### src/rtl/race_game_if.sv
// race_game_if: button/frame inputs and renderer-facing outputs of the race game controller
interface race_game_if #(parameter int SCROLL_W = 10);
  logic                left;
  logic                right;
  logic                frame_tick;
  logic                collision;
  logic [1:0]          car_lane;
  logic [SCROLL_W-1:0] scroll_y;
  logic [3:0]          speed;
  logic [15:0]         score;
  logic [1:0]          state;
  logic                flash;
  modport master (
    output left, right, frame_tick, collision,
    input  car_lane, scroll_y, speed, score, state, flash
  );
  modport slave (
    input  left, right, frame_tick, collision,
    output car_lane, scroll_y, speed, score, state, flash
  );
endinterface

### src/rtl/race_game_controller.sv
// race_game_controller: debounced buttons + IDLE/PLAY/CRASH/OVER frame sequencer; RACE_PAUSE_EN adds a both-button pause in PLAY
module race_game_controller #(
  parameter int LANES            = 3,
  parameter int DEBOUNCE_CYCLES  = 500000,
  parameter int SPEED_INIT       = 1,
  parameter int SPEED_MAX        = 8,
  parameter int FRAMES_PER_LEVEL = 600,
  parameter int CRASH_FRAMES     = 120,
  parameter int SCROLL_W         = 10
) (
  input  logic        clk50mhz,
  input  logic        reset,
  race_game_if.slave  bus
);
  localparam int CW  = $clog2(DEBOUNCE_CYCLES + 1);
  localparam int FW  = $clog2(FRAMES_PER_LEVEL + 1);
  localparam int CRW = ($clog2(CRASH_FRAMES + 1) < 3) ? 3 : $clog2(CRASH_FRAMES + 1);
  typedef enum logic [1:0] {IDLE, PLAY, CRASH, OVER} state_t;
  state_t                 state_q, state_d;
  logic [1:0]             s1_q, s2_q, prev_q, db_q, db_d, pend_q, pend_d, press, eff;
  logic [1:0][CW-1:0]     cnt_q, cnt_d;
  logic [1:0]             lane_q, lane_d;
  logic [SCROLL_W-1:0]    scroll_q, scroll_d;
  logic [3:0]             speed_q, speed_d;
  logic [15:0]            score_q, score_d;
  logic [FW-1:0]          frame_q, frame_d;
  logic [CRW-1:0]         crash_q, crash_d;
  logic                   flash_q, flash_d;
  logic                   run;
  logic [16:0]            sum;
`ifdef RACE_PAUSE_EN
  logic                   pause_q, pause_d;
`endif
  assign bus.car_lane = lane_q;
  assign bus.scroll_y = scroll_q;
  assign bus.speed    = speed_q;
  assign bus.score    = score_q;
  assign bus.state    = state_q;
  assign bus.flash    = flash_q;
  // Debounce: counter restarts whenever the synced level moves, level accepted after DEBOUNCE_CYCLES stable cycles
  always_comb begin
    db_d  = db_q;
    cnt_d = cnt_q;
    for (int b = 0; b < 2; b++) begin
      if (s2_q[b] != prev_q[b]) cnt_d[b] = '0;
      else if (s2_q[b] != db_q[b]) begin
        if (cnt_q[b] == CW'(DEBOUNCE_CYCLES - 1)) begin
          db_d[b]  = s2_q[b];
          cnt_d[b] = '0;
        end else cnt_d[b] = cnt_q[b] + 1'b1;
      end else cnt_d[b] = '0;
    end
    press = db_d & ~db_q;
  end
  // Game FSM and frame-rate updates; a press arriving with frame_tick is folded into that tick
  always_comb begin
    state_d  = state_q;
    lane_d   = lane_q;
    scroll_d = scroll_q;
    speed_d  = speed_q;
    score_d  = score_q;
    frame_d  = frame_q;
    crash_d  = crash_q;
    flash_d  = flash_q;
    eff      = pend_q | press;
    pend_d   = (bus.frame_tick || state_q != PLAY) ? 2'b00 : eff;
    sum      = {1'b0, score_q} + 17'(speed_q);
    run      = 1'b1;
`ifdef RACE_PAUSE_EN
    pause_d  = pause_q;
    if (state_q == PLAY && bus.frame_tick && eff == 2'b11) pause_d = ~pause_q;
    run      = !pause_q && eff != 2'b11;
`endif
    case (state_q)
      IDLE: if (|press) begin
        state_d  = PLAY;
        lane_d   = 2'(LANES / 2);
        scroll_d = '0;
        speed_d  = 4'(SPEED_INIT);
        score_d  = '0;
        frame_d  = '0;
      end
      PLAY: if (bus.frame_tick && run) begin
        if (bus.collision) begin
          state_d = CRASH;
          crash_d = '0;
          flash_d = 1'b0;
        end else begin
          if (eff == 2'b01 && lane_q != 2'd0) lane_d = lane_q - 2'd1;
          if (eff == 2'b10 && lane_q != 2'(LANES - 1)) lane_d = lane_q + 2'd1;
          scroll_d = scroll_q + SCROLL_W'(speed_q);
          score_d  = sum[16] ? 16'hFFFF : sum[15:0];
          if (frame_q == FW'(FRAMES_PER_LEVEL - 1)) begin
            frame_d = '0;
            speed_d = (speed_q >= 4'(SPEED_MAX)) ? speed_q : speed_q + 4'd1;
          end else frame_d = frame_q + 1'b1;
        end
      end
      CRASH: if (bus.frame_tick) begin
        if (crash_q == CRW'(CRASH_FRAMES - 1)) begin
          state_d = OVER;
          flash_d = 1'b0;
        end else begin
          crash_d = crash_q + 1'b1;
          flash_d = (crash_q[2:0] == 3'd7) ? ~flash_q : flash_q;
        end
      end
      default: if (|press) begin
        state_d  = IDLE;
        lane_d   = 2'(LANES / 2);
        scroll_d = '0;
        speed_d  = 4'(SPEED_INIT);
        frame_d  = '0;
      end
    endcase
`ifdef RACE_PAUSE_EN
    if (state_d != PLAY) pause_d = 1'b0;
`endif
  end
  // State registers with asynchronous active-low reset
  always_ff @(posedge clk50mhz or negedge reset) begin
    if (!reset) begin
      s1_q     <= '0;
      s2_q     <= '0;
      prev_q   <= '0;
      db_q     <= '0;
      cnt_q    <= '0;
      pend_q   <= '0;
      state_q  <= IDLE;
      lane_q   <= 2'(LANES / 2);
      scroll_q <= '0;
      speed_q  <= 4'(SPEED_INIT);
      score_q  <= '0;
      frame_q  <= '0;
      crash_q  <= '0;
      flash_q  <= 1'b0;
`ifdef RACE_PAUSE_EN
      pause_q  <= 1'b0;
`endif
    end else begin
      s1_q     <= {bus.right, bus.left};
      s2_q     <= s1_q;
      prev_q   <= s2_q;
      db_q     <= db_d;
      cnt_q    <= cnt_d;
      pend_q   <= pend_d;
      state_q  <= state_d;
      lane_q   <= lane_d;
      scroll_q <= scroll_d;
      speed_q  <= speed_d;
      score_q  <= score_d;
      frame_q  <= frame_d;
      crash_q  <= crash_d;
      flash_q  <= flash_d;
`ifdef RACE_PAUSE_EN
      pause_q  <= pause_d;
`endif
    end
  end
endmodule

### src/flat_wrapper.sv
// flat-port wrapper written by rule: the top's interface ports become plain ports
module race_game_controller_flat 
#(
  parameter int LANES            = 3,
  parameter int DEBOUNCE_CYCLES  = 500000,
  parameter int SPEED_INIT       = 1,
  parameter int SPEED_MAX        = 8,
  parameter int FRAMES_PER_LEVEL = 600,
  parameter int CRASH_FRAMES     = 120,
  parameter int SCROLL_W         = 10
)
  (clk50mhz, reset, bus_left, bus_right, bus_frame_tick, bus_collision, bus_car_lane, bus_scroll_y, bus_speed, bus_score, bus_state, bus_flash);
  race_game_if #(.SCROLL_W(SCROLL_W)) bus_i ();
  input  logic clk50mhz;
  input  logic reset;
  input wire logic [$bits(bus_i.left)-1:0] bus_left;
  input wire logic [$bits(bus_i.right)-1:0] bus_right;
  input wire logic [$bits(bus_i.frame_tick)-1:0] bus_frame_tick;
  input wire logic [$bits(bus_i.collision)-1:0] bus_collision;
  output wire logic [$bits(bus_i.car_lane)-1:0] bus_car_lane;
  output wire logic [$bits(bus_i.scroll_y)-1:0] bus_scroll_y;
  output wire logic [$bits(bus_i.speed)-1:0] bus_speed;
  output wire logic [$bits(bus_i.score)-1:0] bus_score;
  output wire logic [$bits(bus_i.state)-1:0] bus_state;
  output wire logic [$bits(bus_i.flash)-1:0] bus_flash;
  assign bus_i.left = bus_left;
  assign bus_i.right = bus_right;
  assign bus_i.frame_tick = bus_frame_tick;
  assign bus_i.collision = bus_collision;
  assign bus_car_lane = bus_i.car_lane;
  assign bus_scroll_y = bus_i.scroll_y;
  assign bus_speed = bus_i.speed;
  assign bus_score = bus_i.score;
  assign bus_state = bus_i.state;
  assign bus_flash = bus_i.flash;
  race_game_controller #(.LANES(LANES), .DEBOUNCE_CYCLES(DEBOUNCE_CYCLES), .SPEED_INIT(SPEED_INIT), .SPEED_MAX(SPEED_MAX), .FRAMES_PER_LEVEL(FRAMES_PER_LEVEL), .CRASH_FRAMES(CRASH_FRAMES), .SCROLL_W(SCROLL_W)) u_core (.clk50mhz(clk50mhz), .reset(reset), .bus(bus_i));
endmodule
### config.mk
export PLATFORM = sky130hd
export DESIGN_NAME = race_game_controller_flat
export DESIGN_NICKNAME = d
export VERILOG_FILES = /design/src/rtl/race_game_if.sv /design/src/rtl/race_game_controller.sv /design/src/flat_wrapper.sv
export SDC_FILE = /design/constraint.sdc
export NUM_CORES = 1
export LEC_CHECK = 0
export BUFFER_PORTS_ARGS = -buffer_cell sky130_fd_sc_hd__buf_2
export CAP_MARGIN = 25
export CORE_ASPECT_RATIO = 2
export CORE_MARGIN = 2
export CORE_UTILIZATION = 25
export DETAILED_ROUTE_END_ITERATION = 10
export GPL_ROUTABILITY_DRIVEN = 0
export REMOVE_ABC_BUFFERS = 1
export SYNTH_ARGS = -nofsm -noshare
export SYNTH_HDL_FRONTEND = slang
export SYNTH_SLANG_ARGS = --single-unit
### constraint.sdc
create_clock -name clk50mhz -period 3.3 [get_ports clk50mhz]
set_clock_uncertainty 0.1 [all_clocks]
set_input_delay 0.33 -clock clk50mhz [delete_from_list [all_inputs] [get_ports clk50mhz]]
set_output_delay 0.33 -clock clk50mhz [all_outputs]
set_load 0.01 [all_outputs]
; ---- Yosys cells after proc, flatten, opt, wreduce, memory -nomap -nowiden
; Index checks and enable logic that the tools add are counted.
[classes]
n_addsub = 9
order_cmp = 1
eq_ne = 26
mux = 55
bitwise_logic = 5
n_reduce_logical = 17
[ops]
columns = op, n
row1 = 19-bit 2-to-1 mux, 6
row2 = 16-bit 2-to-1 mux, 4
row3 = 10-bit 2-to-1 mux, 6
row4 = 10-bit case mux with 2 select lines, 2
row5 = 19-bit by 1-bit adder with 19-bit output (second input constant), 2
row6 = 19-bit == test (second input constant), 2
row7 = 16-bit case mux with 2 select lines, 1
row8 = 7-bit 2-to-1 mux, 4
row9 = 2-bit 2-to-1 mux, 11
row10 = 4-bit 2-to-1 mux, 5
row11 = 16-bit by 4-bit adder with 17-bit output, 1
row12 = 5-bit AND reduction, 3
row13 = 2-bit inequality test (second input constant), 7
row14 = 7-bit case mux with 2 select lines, 1
row15 = 6-bit AND reduction, 2
row16 = 1-bit 2-to-1 mux, 11
row17 = 10-bit by 1-bit adder with 10-bit output (second input constant), 1
row18 = 10-bit by 4-bit adder with 10-bit output, 1
row19 = 10-bit == test (second input constant), 1
row20 = 2-bit by 1-bit inequality test with 1-bit output (second input constant), 4
row21 = 4-bit case mux with 2 select lines, 1
row22 = 4-bit AND reduction, 2
row23 = 2-bit nonzero test, 4
row24 = 7-bit by 1-bit adder with 7-bit output (second input constant), 1
row25 = other kinds (22), 30
[word_totals]
regBits = 100
inputBits = 6
output_inout_bits = 35
elab_cells = 128

; ---- Longest topological paths before layout
; Gate-level depths: netlist of run 1.
[logic_depth]
depth_word = 13
ltp_mapped = 10
ltp_nobuf = 9

; ---- Worst setup path after synthesis of run 1
; Ideal clock, no wire load.
[synth_path]
path_kind = reg-to-reg
from = register u_core.speed_q[0] (netlist: u_core.bus.speed[0])
to = register u_core.score_q[1] (netlist: u_core.bus.score[1])
setup_time_ns = 0.083
t_arrival_ns = 2.370
required_ns = 3.117
setup_slack_ns = 0.747
stages_incl_launch_ff = 11
path_buffers = 1
synth_period_minus_slack_ns = 2.553
cell_sequence = dfstp_2 ha_1 inv_1 fa_1 nor2b_1 o21ai_0 a21o_1 or2_2 clkbuf_1 a21o_1 o21ai_0
[synth_via]
elab_chain_len = 5
[synth_lines]
columns = item, line
row1 = from (decl), race_game_controller.sv:24  ; logic [3:0] speed_q, speed_d;
row2 = from (signal assigned), race_game_controller.sv:132  ; speed_q <= 4'(SPEED_INIT);
row3 = from (signal assigned), race_game_controller.sv:150  ; speed_q <= speed_d;
row4 = 16-bit by 4-bit adder with 17-bit output, race_game_controller.sv:67  ; sum = {1'b0, score_q} + 17'(speed_q);
row5 = 16-bit 2-to-1 mux, race_game_controller.sv:92  ; score_d = sum[16] ? 16'hFFFF : sum[15:0];
row6 = 16-bit 2-to-1 mux, race_game_controller.sv:84  ; if (bus.collision) begin
row7 = 16-bit 2-to-1 mux, race_game_controller.sv:83  ; PLAY: if (bus.frame_tick && run) begin
row8 = 16-bit case mux with 2 select lines, race_game_controller.sv:74  ; case (state_q)
row9 = to (signal assigned), race_game_controller.sv:151  ; score_q <= score_d;
row10 = to (decl), race_game_controller.sv:25  ; logic [15:0] score_q, score_d;
; No other way between the ends. The select of a mux whose other input is x is not followed.
; A chain may end at the register's enable or synchronous reset.

; ---- Final worst setup path of run 1
[layout_path]
from = register u_core.cnt_q[0] in the netlist's numbering
to = register u_core.score_q[12] (netlist: u_core.bus.score[12])
[layout_via]
elab_chain_len = 8
[layout_lines]
columns = item, line
row1 = from (decl), race_game_controller.sv:21  ; logic [1:0][CW-1:0] cnt_q, cnt_d;
row2 = from (signal assigned), race_game_controller.sv:145  ; cnt_q <= cnt_d;
row3 = 19-bit == test, race_game_controller.sv:47  ; if (cnt_q[b] == CW'(DEBOUNCE_CYCLES - 1)) begin
row4 = 1-bit 2-to-1 mux, race_game_controller.sv:47
row5 = 1-bit 2-to-1 mux, race_game_controller.sv:46  ; else if (s2_q[b] != db_q[b]) begin
row6 = 1-bit 2-to-1 mux, race_game_controller.sv:45  ; if (s2_q[b] != prev_q[b]) cnt_d[b] = '0;
row7 = 2-bit AND, race_game_controller.sv:53  ; press = db_d & ~db_q;
row8 = 2-bit OR reduction, race_game_controller.sv:75  ; IDLE: if (|press) begin
row9 = 2-bit by 1-bit inequality test with 1-bit output (no line), n/a
row10 = 4-bit AND reduction (no line), n/a
; No other way between the ends.

==> flow_summary_export.csv, run 1 <==
group,metric,value,unit
sta,fmax,0.3524,GHz
grt,grt_max_degree,57,
yosys,synth_cells,563,
routing,drcViolationCount,0,
routing,viasPerCell,4.929,
run,max-cap-violations,0,
worst_setup_path,worst-path-max-fanout,16,
clock_network,cts_buffer_depth,2,
outcome,outcome,"completed",
cells_and_area,area_growth,16.51,%
yosys,netlist_top_cells_count,"dfrtp_1, nor2_1, nand2_1",
yosys,synth_cell_types,65,
routing,num_vias,4392,
floorplan,rows,76,
grt,first_global_vias,4410,
cells_and_area,nFillCells,2223,
min_path,hold_path_class,"flip-flop to flip-flop",
floorplan,die_x,108.2,um
floorplan,design.portCount,41,
worst_setup_path,startpoint_type,"flip-flop",
pwr,pwr-share-comb,5.4,%
floorplan,start_util,25.37,%
sta,setup_tns,0,ns
yosys,ys_warn_count,0,
yosys,synth_edf_count,0,
cells_and_area,layout.nets,639,
pwr,p_seq_share,51.8,%
clock_network,cts_resized,0,
cells_and_area,diodes,0,
sta,finalSetupViolCount,0,
sta,timing.final.crit_share,85.98,%
clock_network,cts_made_buffers,9,
grt,grt.overflow.total,0,
routing,first_pass_iters,4,
pwr,ir_worst_vdd,0.1833,mV
pwr,clkPwrFrac,42.7,%
floorplan,core_area,0.02140,mm^2
yosys,synthFlopType,"dfrtp_1",
routing,final_antenna_net_count,0,
pwr,swShare,23.63,%
routing,drt-initial-drc-count,171,
yosys,synth_area_leader_cell,"dfrtp_1",
worst_setup_path,worstPathRequired,3.48,ns
worst_setup_path,crit_path_max_incr_delay,0.58,ns
clock_network,clock-root-buffer,"clkbuf_16",
yosys,async_reset_ff_share,100.0,%
yosys,synth_area,0.005428,mm^2
pwr,p_per_area,401.1,mW/mm^2
sta,hold_viol,0,
clock_network,path_clk_slew,0.07,ns
sta,timing.hold.ws,0.2553,ns
sta,finalMaxSlewViolations,0,
yosys,ys_seq_elements,100,
worst_setup_path,end_kind,"flip-flop",
clock_network,cts_tree,"done",
cells_and_area,final_core_util,29.56,%
sta,post-route-min-period,2.837,ns
yosys,synth_area_leaders,"dfrtp_1, nor2_1, xor2_1",
grt,grt_util_all_layers,12.12,%
place,dpl.hpwl,9982,um
yosys,postSynthAreaPerCell,9.641,um^2
place,place_inst,872,
clock_network,h-tree-depth,3,
worst_setup_path,cp_cell_sequence,"ha_1, nand4_2, or4b_4, o22a_1, a21oi_2, o21ai_0, a2bb2oi_1",
worst_setup_path,path_class,"flip-flop to flip-flop",
sta,tightest_slew,0.9149,ns
cells_and_area,instances_no_fill,891,
worst_setup_path,worst_ep_arrival_time,3.02,ns
pwr,intPower,1.937,mW
cells_and_area,drive_above_1_share,12.46,%
pwr,switchingPower,0.5993,mW
pwr,p_leak,2.754,nW
grt,grt_pass1_wl,21600,um
routing,routed_wl,13360,um
floorplan,dieHeight,212.4,um
place,io_buffer_count,40,
yosys,synth_top_area_share,45.18,%
sta,slew-limit-headroom,38.60,%
floorplan,dieArea,0.02298,mm^2
grt,antenna_found_initial,0,
yosys,synth.most_common_cell,"dfrtp_1",
sta,rsz0062_at_grt,"no",
worst_setup_path,crit_slowest_cell,"or4b_4",
clock_network,cts_num_sinks,100,
clock_network,insertion_delay,0.36,ns
yosys,seq_area_frac_synth,46.15,%
routing,wire_per_inst,15.00,um
flip-flops by register name, summed over array words and instances (netlist names):
register	cells
u_core.bus.car_lane	2
u_core.bus.flash	1
u_core.bus.score	16
u_core.bus.scroll_y	10
u_core.bus.speed	4
u_core.bus.state	2
u_core.cnt_q	38
u_core.crash_q	7
u_core.db_q	2
u_core.frame_q	10
u_core.pend_q	2
u_core.prev_q	2
u_core.s1_q	2
u_core.s2_q	2
cells in the final DEF, fill, tap and decap left out, types with 18 or more instances in the layout:
cell / n
buf_2: 39
inv_1: 23
ha_1: 18
dfrtp_1: 98
nand3_1: 25
o21ai_0: 34
xor2_1: 32
nand2_1: 37
nand4_1: 18
nor2_1: 77
power by group through the flow:
stage	sequential, mW	clock [mW]	combinational, mW
floorplan	1.33	0	0.0780
global placement	1.34	0	0.137
detailed placement	1.34	0	0.140
CTS	1.31	1.11	0.143
global route	1.32	1.16	0.161
finish	1.31	1.08	0.138
timing repair:
action / CTS / global route
endpoints found under the hold margin: 45 / 0
hold buffers: 3 / 0
setup buffers: 0 / 0
area by class of cell:
| class | count | area, um^2 | area share (%) |
|---|---|---|---|
| timing repair buffer | 52 | 312.8 | 4.947 |
| clock buffer | 12 | 246.5 | 3.898 |
| inverter | 24 | 90.09 | 1.425 |
| multi-input combinational | 426 | 2779 | 43.95 |
| tap | 273 | 341.6 | 5.402 |
| clock inverter | 4 | 48.80 | 0.7717 |
| sequential | 100 | 2505 | 39.61 |
routing by layer:
metal,track usage (%),up-vias,part of all wire (%)
met1,11.91,2160,39
met2,22.58,69,54
met5,0,-,0
met3,2.667,34,2.8
met4,7.206,0,4.5
li1,-,2129,-
through the flow:
stage,cell area [um^2],setup WS (ns),total power [mW]
5_1_grt,6324,0.2643,2.640
3_5_place_dp,5998,0.4869,1.478
6_report,6324,0.4625,2.536
4_1_cts,6324,0.4625,2.571
3_3_place_gp,5998,0.5277,1.473
2_1_floorplan,5374,0.4708,1.408
worst max-delay path: cells and delay by family, from the launching register on:
| family | cells | cell delay [ns] |
|---|---|---|
| compound gates | 4 | 1.25 |
| fa+ha+maj | 1 | 0.25 |
| flops | 1 | 0.39 |
| simple gates | 2 | 0.75 |
logic make-up after synthesis:
family	after synthesis	share of synthesized area (%)
xor+xnor	49	7.907
flops	100	46.15
buf+inv	37	2.651
compound gates	123	15.93
fa+ha+maj	20	4.887
mux	5	0.9452
simple gates	229	21.53
final timing paths:
check                                           from                                 end  slack (ns)  cells past startpoint
setup / recovery           u_core.cnt_q[0]$_DFF_PN0_    u_core.bus.score[12]$_DFFE_PN0P_        0.46                      7
max in group asynchronous                      reset  u_core.bus.car_lane[0]$_DFFE_PN1P_        1.90                      3
hold / removal              u_core.s1_q[1]$_DFF_PN0_            u_core.s2_q[1]$_DFF_PN0_        0.26                      0
hold reg to reg             u_core.s1_q[1]$_DFF_PN0_            u_core.s2_q[1]$_DFF_PN0_        0.26                      0
setup reg to reg           u_core.cnt_q[0]$_DFF_PN0_    u_core.bus.score[12]$_DFFE_PN0P_        0.46                      7
min in group asynchronous                      reset       u_core.crash_q[0]$_DFFE_PN0P_        0.42                      2
Note: power is estimated with default switching activity, not from simulation.
==> run 2: changes to the inputs <==
--- a/config.mk
+++ b/config.mk
@@ -8,5 +8,5 @@
 export BUFFER_PORTS_ARGS = -buffer_cell sky130_fd_sc_hd__buf_2
 export CAP_MARGIN = 25
-export CORE_ASPECT_RATIO = 2
+export CORE_ASPECT_RATIO = 0.9
 export CORE_MARGIN = 2
 export CORE_UTILIZATION = 25
==> constraint.sdc (replaced) <==
create_clock -name clk50mhz -period 2.6 [get_ports clk50mhz]
set_clock_uncertainty 0.1 [all_clocks]
set_input_delay 0.39 -clock clk50mhz [delete_from_list [all_inputs] [get_ports clk50mhz]]
set_output_delay 0.39 -clock clk50mhz [all_outputs]
set_load 0.01 [all_outputs]
==> run 2 against run 1 <==
  * Wire length fell by 6.4%
  * Via count fell by 2.1%
  * Flip-flop and latch count did not move
  * Total power rose by 25%
  * Non-clock buffer count rose by 22
  * Sequential power rose by 27%
  * Sequential share of layout area fell by 1.4 points
  * Design area rose by 3.7%
  * Register-to-register slack got worse by 0.35 ns
  * Setup slack got worse by 0.35 ns
  * Global-route usage fell by 0.81 points
  * Critical path depth rose by 1
  * Largest cell class unchanged
  * Largest power group unchanged
==> flow_summary_export.csv, run 2 (synthesis results as in run 1) <==
group,metric,value,unit
sta,fmax,0.4026,GHz
sta,post-route-min-period,2.484,ns
clock_network,h-tree-depth,3,
clock_network,cts_num_sinks,100,
cells_and_area,final_core_util,30.59,%
pwr,switchingPower,0.7916,mW
pwr,swShare,24.91,%
worst_setup_path,startpoint_type,"flip-flop",
grt,grt_max_degree,46,
outcome,outcome,"completed",
cells_and_area,largest-register,"u_core.cnt_q",
routing,final_antenna_net_count,0,
sta,timing.final.crit_share,95.54,%
floorplan,design.portCount,41,
worst_setup_path,path_class,"flip-flop to flip-flop",
routing,drt-initial-drc-count,210,
clock_network,clock-root-buffer,"clkbuf_16",
place,post_dp_cell_area,0.006196,mm^2
place,io_buffer_count,40,
routing,drcViolationCount,0,
floorplan,core_area,0.02144,mm^2
pwr,p_seq_share,52.4,%
cells_and_area,drive_above_1_share,16.72,%
routing,first_pass_iters,4,
place,dpl.hpwl,9019,um
worst_setup_path,worst_ep_arrival_time,2.62,ns
worst_setup_path,worst-path-max-fanout,10,
cells_and_area,final_common_cell,"dfrtp_1",
place,post-place-ws,-0.05165,ns
sta,slew-limit-headroom,61.71,%
pwr,ir_worst_vdd,0.2730,mV
grt,antenna_found_initial,0,
cells_and_area,mostFrequentLayoutCells,"dfrtp_1, nor2_1, buf_2",
cells_and_area,largest_reg_flops,38,
pwr,p_leak,2.864,nW
pwr,pwr-share-comb,5.7,%
floorplan,dieArea,0.02291,mm^2
run,max-cap-violations,0,
cells_and_area,diodes,0,
cells_and_area,area_growth,20.84,%
floorplan,die_x,159.3,um
grt,grt_util_all_layers,11.31,%
sta,finalSetupViolCount,0,
grt,first_global_vias,4066,
routing,num_vias,4301,
routing,routed_wl,12500,um
sta,hold_viol,0,
sta,finalMaxSlewViolations,0,
sta,worst_slack,0.1160,ns
min_path,hold_path_class,"primary input to flip-flop",
floorplan,dieHeight,143.8,um
floorplan,rows,51,
clock_network,cts_made_buffers,9,
floorplan,start_util,25.32,%
clock_network,path_clk_slew,0.07,ns
clock_network,cts_tree,"done",
worst_setup_path,worstPathRequired,2.74,ns
sta,tightest_slew,0.5705,ns
pwr,intPower,2.386,mW
routing,viasPerCell,4.620,
cells_and_area,fin_area,0.006559,mm^2
grt,grt_pass1_wl,21120,um
routing,wire_per_inst,13.43,um
clock_network,insertion_delay,0.35,ns
clock_network,cts_buffer_depth,2,
grt,grt.overflow.total,0,
worst_setup_path,end_kind,"flip-flop",
pwr,clkPwrFrac,41.9,%
cells_and_area,layout.nets,661,
pwr,p_per_area,484.5,mW/mm^2
## run 2: stage by stage
| step | hold slack, ns | power (mW) | TNS, ns | cells |
|---|---|---|---|---|
| after floorplan | -0.005591 | 1.788 | -1.023 | 550 |
| after global placement | 0.2357 | 1.877 | 0 | 910 |
| after detailed placement | 0.2419 | 1.882 | -0.07197 | 910 |
| after CTS | 0.05007 | 3.235 | 0 | 927 |
| after global routing | 0.03947 | 3.339 | -0.01709 | 931 |
| final | 0.05630 | 3.178 | 0 | 931 |
## run 2: area by class of cell
cell class	count	area (um^2)
fill	2281	14880
multi-input combinational	426	2808
sequential	100	2505
timing repair buffer	74	498.0
tap	291	364.1
clock buffer	10	239.0
inverter	24	90.09
clock inverter	6	55.05
## run 2: power by group through the flow
stage                     clock network [mW]  registers, mW  logic, mW
after floorplan                            0           1.69     0.0990
after global placement                     0           1.70      0.181
after detailed placement                   0           1.70      0.186
after CTS                               1.38           1.67      0.188
after global routing                    1.45           1.68      0.214
final                                   1.33           1.67      0.180
## run 2: routing by layer
metal	wire length (um)	vias up	GRT usage, %
li1	-	2167	-
met1	6461	2064	16.22
met2	5449	64	17.35
met3	523	6	2.626
met4	67	0	2.440
met5	0	-	0
## run 2: final timing paths
| kind | from | end | slack, ns | cells after the start |
|---|---|---|---|---|
| max | u_core.cnt_q[1]$_DFF_PN0_ | u_core.frame_q[9]$_DFFE_PN0P_ | 0.12 | 8 |
| min | bus_left | u_core.s1_q[0]$_DFF_PN0_ | 0.06 | 1 |
| max reg2reg | u_core.cnt_q[1]$_DFF_PN0_ | u_core.frame_q[9]$_DFFE_PN0P_ | 0.12 | 8 |
| min reg2reg | u_core.s1_q[1]$_DFF_PN0_ | u_core.s2_q[1]$_DFF_PN0_ | 0.25 | 0 |
| max in group asynchronous | reset | u_core.bus.speed[0]$_DFFE_PN1P_ | 1.27 | 3 |
| min in group asynchronous | reset | u_core.cnt_q[27]$_DFF_PN0_ | 0.46 | 2 |
## run 2: timing repair
action,CTS,global route
pin swaps,0,3
setup buffers,0,4
hold endpoints to repair,34,0
gates resized for setup,3,5
hold buffers,1,0
gates cloned,0,0
setup endpoints to repair,3,12
## run 2: critical path: stages, from the launching register on
cell	delay (ns)
dfrtp_1	0.37
ha_1	0.19
nand4_2	0.12
or4b_4	0.56
o22ai_4	0.25
o21ai_4	0.14
buf_4	0.19
o31a_1	0.28
o21a_1	0.18
